File: src/rtl/imem_loader.sv
// imem_loader: boot-time instruction memory writer.
// Takes a little-endian byte stream (16-bit word count, 4*N data bytes,
// XOR checksum byte), writes 32-bit words to consecutive imem addresses and
// keeps the core held in reset until the whole image has loaded and verified.
//
// Handshake: a byte transfers on a rising clk_i edge where in_valid_i and
// in_ready_o are both 1; in_ready_o depends only on the current state, so it
// never depends on in_valid_i, and no other edge changes stream state.
module imem_loader #(
  parameter int          DATAWIDTH = 32,
  parameter int          NUMWORDS  = 4096,
  parameter logic [31:0] BASE_ADDR = 32'h0000_0000
) (
  input  logic                 clk_i,
  input  logic                 rst_i,
  input  logic                 start_i,
  input  logic                 in_valid_i,
  input  logic [7:0]           in_data_i,
  output logic                 in_ready_o,
  output logic                 we_o,
  output logic [31:0]          waddr_o,
  output logic [DATAWIDTH-1:0] wdata_o,
  output logic                 cpu_hold_o,
  output logic                 done_o,
  output logic                 err_o
);

  typedef enum logic [2:0] {
    S_HDR_LO = 3'd0,
    S_HDR_HI = 3'd1,
    S_DATA   = 3'd2,
    S_CSUM   = 3'd3,
    S_DONE   = 3'd4,
    S_ERR    = 3'd5
  } state_t;

  localparam logic [31:0] NUM_WORDS_W = NUMWORDS;

  // State and datapath registers; state_q is the observable FSM state.
  state_t                state_q, state_d;
  logic [15:0]           cnt_q, cnt_d;
  logic [15:0]           word_idx_q, word_idx_d;
  logic [1:0]            byte_idx_q, byte_idx_d;
  logic [7:0]            xor_q, xor_d;
  logic [23:0]           buf_q, buf_d;
  logic                  we_q, we_d;
  logic [31:0]           waddr_q, waddr_d;
  logic [DATAWIDTH-1:0]  wdata_q, wdata_d;
  logic                  hold_q, hold_d;
  logic                  done_q, done_d;
  logic                  err_q, err_d;

  logic                  accept;
  logic [15:0]           hdr_count;
  logic [31:0]           hdr_count_ext;

  assign in_ready_o    = (state_q == S_HDR_LO) || (state_q == S_HDR_HI) ||
                         (state_q == S_DATA)   || (state_q == S_CSUM);
  assign accept        = in_valid_i && in_ready_o;
  assign hdr_count     = {in_data_i, cnt_q[7:0]};
  assign hdr_count_ext = {16'h0000, hdr_count};

  // Next-state, byte assembly, write generation and status outputs.
  always_comb begin
    state_d    = state_q;
    cnt_d      = cnt_q;
    word_idx_d = word_idx_q;
    byte_idx_d = byte_idx_q;
    xor_d      = xor_q;
    buf_d      = buf_q;
    we_d       = 1'b0;
    waddr_d    = waddr_q;
    wdata_d    = wdata_q;

    case (state_q)
      S_HDR_LO: begin
        if (accept) begin
          cnt_d[7:0] = in_data_i;
          xor_d      = xor_q ^ in_data_i;
          state_d    = S_HDR_HI;
        end
      end
      S_HDR_HI: begin
        if (accept) begin
          cnt_d = hdr_count;
          xor_d = xor_q ^ in_data_i;
          if (hdr_count_ext > NUM_WORDS_W) begin
            state_d = S_ERR;
          end else if (hdr_count == 16'd0) begin
            state_d = S_CSUM;
          end else begin
            state_d = S_DATA;
          end
        end
      end
      S_DATA: begin
        if (accept) begin
          xor_d      = xor_q ^ in_data_i;
          byte_idx_d = byte_idx_q + 2'd1;
          case (byte_idx_q)
            2'd0: buf_d[7:0]   = in_data_i;
            2'd1: buf_d[15:8]  = in_data_i;
            2'd2: buf_d[23:16] = in_data_i;
            default: begin
              // Fourth byte completes the word: write it out next cycle.
              we_d       = 1'b1;
              wdata_d    = {in_data_i, buf_q};
              waddr_d    = BASE_ADDR + {14'd0, word_idx_q, 2'b00};
              word_idx_d = word_idx_q + 16'd1;
              if ((word_idx_q + 16'd1) == cnt_q) begin
                state_d = S_CSUM;
              end
            end
          endcase
        end
      end
      S_CSUM: begin
        if (accept) begin
          state_d = (in_data_i == xor_q) ? S_DONE : S_ERR;
        end
      end
      S_DONE, S_ERR: begin
        // Restart: all stream bookkeeping clears; word index 0 maps back
        // to BASE_ADDR. waddr_o/wdata_o keep their last written values.
        if (start_i) begin
          state_d    = S_HDR_LO;
          cnt_d      = 16'd0;
          word_idx_d = 16'd0;
          byte_idx_d = 2'd0;
          xor_d      = 8'd0;
          buf_d      = 24'd0;
        end
      end
      default: begin
        state_d = S_HDR_LO;
      end
    endcase

    hold_d = (state_d != S_DONE);
    done_d = (state_d == S_DONE);
    err_d  = (state_d == S_ERR);
  end

  // Single register bank for the FSM, datapath and registered outputs.
  always_ff @(posedge clk_i or negedge rst_i) begin
    if (!rst_i) begin
      state_q    <= S_HDR_LO;
      cnt_q      <= 16'd0;
      word_idx_q <= 16'd0;
      byte_idx_q <= 2'd0;
      xor_q      <= 8'd0;
      buf_q      <= 24'd0;
      we_q       <= 1'b0;
      waddr_q    <= BASE_ADDR;
      wdata_q    <= '0;
      hold_q     <= 1'b1;
      done_q     <= 1'b0;
      err_q      <= 1'b0;
    end else begin
      state_q    <= state_d;
      cnt_q      <= cnt_d;
      word_idx_q <= word_idx_d;
      byte_idx_q <= byte_idx_d;
      xor_q      <= xor_d;
      buf_q      <= buf_d;
      we_q       <= we_d;
      waddr_q    <= waddr_d;
      wdata_q    <= wdata_d;
      hold_q     <= hold_d;
      done_q     <= done_d;
      err_q      <= err_d;
    end
  end

  assign we_o       = we_q;
  assign waddr_o    = waddr_q;
  assign wdata_o    = wdata_q;
  assign cpu_hold_o = hold_q;
  assign done_o     = done_q;
  assign err_o      = err_q;

endmodule
File: config.mk
export PLATFORM = sky130hd
export DESIGN_NAME = imem_loader
export DESIGN_NICKNAME = d
export VERILOG_FILES = /design/src/rtl/imem_loader.sv
export SDC_FILE = /design/constraint.sdc
export NUM_CORES = 1
export LEC_CHECK = 0
export ABC_AREA = 1
export CAP_MARGIN = 10
export CORE_ASPECT_RATIO = 1.25
export CORE_MARGIN = 3
export CORE_UTILIZATION = 48
export CTS_CLUSTER_DIAMETER = 100
export DETAILED_ROUTE_END_ITERATION = 16
export GPL_ROUTABILITY_DRIVEN = 0
export PLACE_DENSITY = 0.68
export SYNTH_ARGS = -nofsm -noshare
export SYNTH_HDL_FRONTEND = slang
export SYNTH_SLANG_ARGS = --single-unit
export TNS_END_PERCENT = 1
File: constraint.sdc
create_clock -name clk_i -period 4.8 [get_ports clk_i]
set_input_delay 0.96 -clock clk_i [delete_from_list [all_inputs] [get_ports clk_i]]
set_output_delay 0.96 -clock clk_i [all_outputs]
set_load 0.02 [all_outputs]
==> results.md, run 1 <==
- Status: finished, final reports clean
- CP endpoint kind: register
- Post-synth top area share: 51.46%
- Critical Path RT: 5070 ps
- Max-slew violation count: 0
- Die width: 104.6 um
- Area leader, netlist: dfrtp_1
- Minimum clock period: 2638 ps
- Max cap viols: 0
- Core Area: 11,730 um2
- WL/cell: 14.15 um
- Initial DRC count: 217
- Global-route met2 utilization: 34.33%
- CTS root buf: clkbuf_16
- Mapped Area: 5836 um2
- Clock transition at path regs: 50 ps
- Layout cells sized above 1: 9.505%
- Number of global-route vias before repair: 4,646
- Port Buffers: 64
- Count leader, synth: nand2_1
- Antenna-violating nets left: 0
- Mapped Avg Cell Area: 8.445 um2
- DR vias: 4,726
- Postcts setup bufs: 0
- Met1 global-route usage: 25.54%
- TritonCTS clock tree: done
- Post-route cell area: 7101 um2
- Crit Path Max Fanout: 95
- Global route hottest layer: met2
- Static Leak: 3.264 nW
- Fmax: 379.0 MHz
- Clock sink count: 121
- Final Setup Violations: 0
- First-pass iteration count of the detailed router: 5
- Slew HR: 41.79%
- Overall power: 0.003552 W
- Global route overflow: 0
- I/O pins: 81
- Gate Count Post-Synth: 691
- Crit share post-route: 54.97%
- Post-DP HPWL: 9168 um
- GRT Util Overall: 20.60%
- Most common library cells after synthesis: nand2_1, dfrtp_1, inv_1, o21ai_0, nand3_1
- Row cnt: 44
- Pwr/cell area: 500.3 nW/um2
- CTS resizes: 0
- Top cells by area, synth: dfrtp_1, nand2_1, inv_1
- Placement-stage cell area: 6515 um2
- CTS buffer count: 17
- Clock buffer depth: 2
- Synth Warn #: 0
- H-tree levels: 4
- DIE HEIGHT: 129.3 um
- RSZ-0062 raised after global routing: false
- #FFs+latches synth: 121
- # DRC: 0
- Clock skew: 7.442 ps
- Setup crit start kind: input port
- Die Area: 13,520 um2
- Setup TNS: 0 ps
- Largest net degree at the start of global routing: 96
- Most used DFF post-synth: dfrtp_1
- Initial Utilization: 49.77%
- Number of library cell types mapped by synthesis: 39
- Critical path class: in -> reg
- Register area share after synthesis: 51.91%
- Final hold vios: 0
- Diode count: 0
- Hold Crit Class: reg -> reg
- Nets@finish: 772
- WP data arrival: 2910 ps
- EDFF count, synth: 0
- Post-Route WL: 13,150 um
- Async S/R FF share, synth: 100.0%
- M3 GR Usage: 6.079%
- First-pass GRT wire length: 22,160 um
- Initial antenna violation count: 0
- Synth-to-Final Area Change: 21.68%
- Worst IR drop on VDD: 263.5 uV
- Post-CTS Hold Fix Bufs: 0
- Worst-margin pin slew: 873.2 ps
- Clk_lat worst skew: 410 ps
- Via density: 5.087
## report_power, final
group / leakage (nW) / internal (W) / switching [W]
Clock: 0.271 / 0.000777 / 0.000470
Sequential: 1.62 / 0.00124 / 0.000125
Combinational: 1.38 / 0.000305 / 0.000640
Total: 3.26 / 0.00232 / 0.00123
## worst paths after layout
| path | startpoint | end | slack (ps) | cells past startpoint |
|---|---|---|---|---|
| worst max-delay path | in_valid_i | word_idx_q[0]$_DFFE_PN0P_ | 2160 | 7 |
| worst min-delay path | waddr_o[12]$_DFFE_PN0P_ | waddr_o[12]$_DFFE_PN0P_ | 480 | 2 |
| worst max register to register | state_q[2]$_DFF_PN0_ | xor_q[0]$_DFFE_PN0P_ | 2480 | 7 |
| worst min register to register | waddr_o[12]$_DFFE_PN0P_ | waddr_o[12]$_DFFE_PN0P_ | 480 | 2 |
| max in group asynchronous | rst_i | wdata_o[21]$_DFFE_PN0P_ | 3260 | 2 |
| min in group asynchronous | rst_i | wdata_o[8]$_DFFE_PN0P_ | 550 | 1 |
## layout make-up
cell class / instances / area (um2)
clock inverter: 14 / 146.4
timing repair buffer: 67 / 660.6
multi-input combinational: 454 / 2268
tap: 161 / 201.4
fill: 1049 / 4626
clock buffer: 18 / 439.2
sequential: 121 / 3029
inverter: 94 / 355.3
## state kept, by name, indices dropped and copies added, names as in the netlist
name / count
word_idx_q: 16
done_o: 1
waddr_o: 16
xor_q: 8
wdata_o: 32
we_o: 1
cnt_q: 16
cpu_hold_o: 1
buf_q: 24
err_o: 1
state_q: 3
byte_idx_q: 2
## critical path, cell delays in order
cell             delay (ps)
clkdlybuf4s50_1         470
nand3_1                 160
nor2_4                  100
inv_2                   150
buf_4                   690
nor2_1                  110
o21bai_1                200
## metal layers
layer	vias up	wire, um
met3	21	721
met2	146	6474
met5	-	0
li1	2303	-
met4	0	231
met1	2256	5717
## per-stage QoR
step           hold slack, ps  util, %  instances  setup slack (ps)
2_1_floorplan           466.1        -        706              2816
3_3_place_gp            466.7    55.56        897              1799
3_5_place_dp            472.4    55.56        897              1775
4_1_cts                 486.4    60.55        929              2198
5_1_grt                 506.8    60.55        929              2004
6_report                478.9    60.55        929              2162
## layout by cell type, fill, tap and decap left out, types with 2 or more instances in the layout
master	count
nand4_1	9
inv_1	90
inv_6	2
bufinv_16	2
nand3_2	2
clkinv_2	3
xor2_1	8
o21ai_1	38
nand3b_1	5
nand2_1	179
nor2_1	41
nor2_2	7
inv_2	3
clkinvlp_4	6
o22ai_2	10
clkbuf_16	17
o21ai_2	2
clkdlybuf4s50_1	63
o21ai_0	65
nor3_1	4
dfrtp_1	120
nand2_2	2
nand3_1	43
nor2_4	6
conb_1	16
buf_4	4
ha_1	5
## kinds of logic (layout without fill, tap and decap cells)
family                     Yosys count  in the layout  share of synthesized area, %
AOI/OAI and AO/OA                  121            121                         12.16
xor gates and xnor gates            10             10                         1.758
adders and majority gates            5              5                         1.072
buffers and inverters              131            193                         10.18
DFF                                121            121                         51.91
muxes                                1              1                        0.1930
other                                1             16                       0.06426
and+or+nand+nor                    301            301                         22.66
No activity file was read; power rests on OpenSTA's default activity.
==> run 2: changes to the inputs <==
==> constraint.sdc (replaced) <==
create_clock -name clk_i -period 2.6 [get_ports clk_i]
set_input_delay 0.52 -clock clk_i [delete_from_list [all_inputs] [get_ports clk_i]]
set_output_delay 0.52 -clock clk_i [all_outputs]
set_load 0.02 [all_outputs]
==> results.md, run 2 (synthesized netlist as in run 1, its figures left out) <==
- DR vias: 4,697
- Row cnt: 44
- Critical path class: reg -> reg
- Status: finished, final reports clean
- Fill count: 1,040
- Net load switching power: 0.002340 W
- Clk_lat worst skew: 420 ps
- Post-Route WL: 13,320 um
- Die width: 104.6 um
- Critical Path RT: 2930 ps
- Layout cells sized above 1: 10.21%
- Port Buffers: 64
- Clock skew: 8.318 ps
- Final hold vios: 0
- WP data arrival: 2490 ps
- Commonest non-fill, non-tap cell in the layout: nand2_1
- Final Setup Violations: 0
- DIE HEIGHT: 129.3 um
- Slew HR: 59.17%
- Die Area: 13,520 um2
- Largest net degree at the start of global routing: 65
- Post-CTS Hold Fix Bufs: 0
- First-pass iteration count of the detailed router: 4
- CTS buffer count: 17
- I/O pins: 81
- Initial Utilization: 49.77%
- Global route overflow: 0
- Sequential Power Share: 38.3%
- Reg2reg start: state_q[2]$_DFF_PN0_
- # DRC: 0
- WL/cell: 14.25 um
- Clock network power share: 34.1%
- Worst-margin pin slew: 612.4 ps
- Clock buffer depth: 2
- Setup TNS: 0 ps
- Diode count: 0
- Via density: 5.024
- Cell Int Power: 0.004203 W
- First-pass GRT wire length: 22,860 um
- Minimum clock period: 2157 ps
- GRT Util Overall: 21.24%
- Switch share: 35.76%
- Pwr/cell area: 914.7 nW/um2
- Number of global-route vias before repair: 4,762
- Nets@finish: 778
- Core Area: 11,730 um2
- Placed Cells: 903
- Clock transition at path regs: 60 ps
- TritonCTS clock tree: done
- Final non-filler cell total: 935
- Setup crit start kind: register
- Max reg flops: 32
- Initial antenna violation count: 0
- Worst IR drop on VDD: 491.1 uV
- Clock sink count: 121
- Reg2reg end: word_idx_q[11]$_DFFE_PN0P_
- CP endpoint kind: register
- R2R Setup Slk: 440 ps
- CTS root buf: clkbuf_16
- Crit share post-route: 82.97%
- FF-to-FF path depth: 8
- Max cap viols: 0
- Static Leak: 3.307 nW
- Crit Path Max Fanout: 16
- CTS resizes: 0
- Fmax: 463.5 MHz
- H-tree levels: 4
- Max-slew violation count: 0
- Commonest cells after routing, fill and taps aside: nand2_1, dfrtp_1, inv_1
- Synth-to-Final Area Change: 22.58%
- Postcts setup bufs: 0
- RSZ-0062 raised after global routing: false
- Hold Crit Class: in -> async
- Comb power frac: 27.5%
- Initial DRC count: 271
- Post-DP HPWL: 9559 um
- Antenna-violating nets left: 0
run 2: cell type report:
cell class	instances	area, um2	area share [%]
clock buffers	17	425.4	5.947
clock inverters	15	142.6	1.994
inverters	94	355.3	4.968
multi-input cells	454	2268	31.71
flip-flops and latches	121	3029	42.35
well taps	161	201.4	2.816
repair buffers	73	730.7	10.22
run 2: worst max path at each step:
stage,start,slack [ps],cells past startpoint,endpoint
6_report,state_q[2]$_DFF_PN0_,440,8,word_idx_q[11]$_DFFE_PN0P_
2_1_floorplan,word_idx_q[0]$_DFFE_PN0P_,890,14,done_o$_DFF_PN0_
3_5_place_dp,in_valid_i,280,11,done_o$_DFF_PN0_
5_1_grt,word_idx_q[0]$_DFFE_PN0P_,160,14,done_o$_DFF_PN0_
3_3_place_gp,in_valid_i,340,12,done_o$_DFF_PN0_
4_1_cts,state_q[2]$_DFF_PN0_,440,8,word_idx_q[12]$_DFFE_PN0P_
run 2: layer usage:
layer	vias to the layer above	wire (um)	track usage, %
met5	-	0	0
met4	0	257	8.726
met3	24	649	5.381
met2	111	6747	36.35
met1	2244	5666	25.91
li1	2318	-	-
run 2: per-stage QoR:
step	area (um2)	hold slack (ps)	power (W)	util (%)	setup slack (ps)
after floorplan	5892	224.4	0.003856	-	889.0
after CTS	7153	107.1	0.006601	61.00	436.1
after global placement	6585	464.2	0.004269	56.16	340.9
final	7153	100.1	0.006543	61.00	442.7
after global routing	7153	119.2	0.006979	61.00	161.5
after detailed placement	6585	472.2	0.004335	56.16	275.2
run 2: critical path, stage by stage (launching register included):
cell,delay [ps]
dfrtp_1,450
inv_2,90
nor2_4,350
inv_4,130
or2_0,390
nand2_4,230
nor2_4,40
buf_4,210
o21ai_0,170
run 2: power groups by stage:
stage	sequential (W)	combinational (W)	clock, W
after detailed placement	0.00254	0.00180	0
final	0.00251	0.00180	0.00223
after global placement	0.00252	0.00175	0
after CTS	0.00251	0.00182	0.00227
after global routing	0.00255	0.00205	0.00237
after floorplan	0.00250	0.00136	0
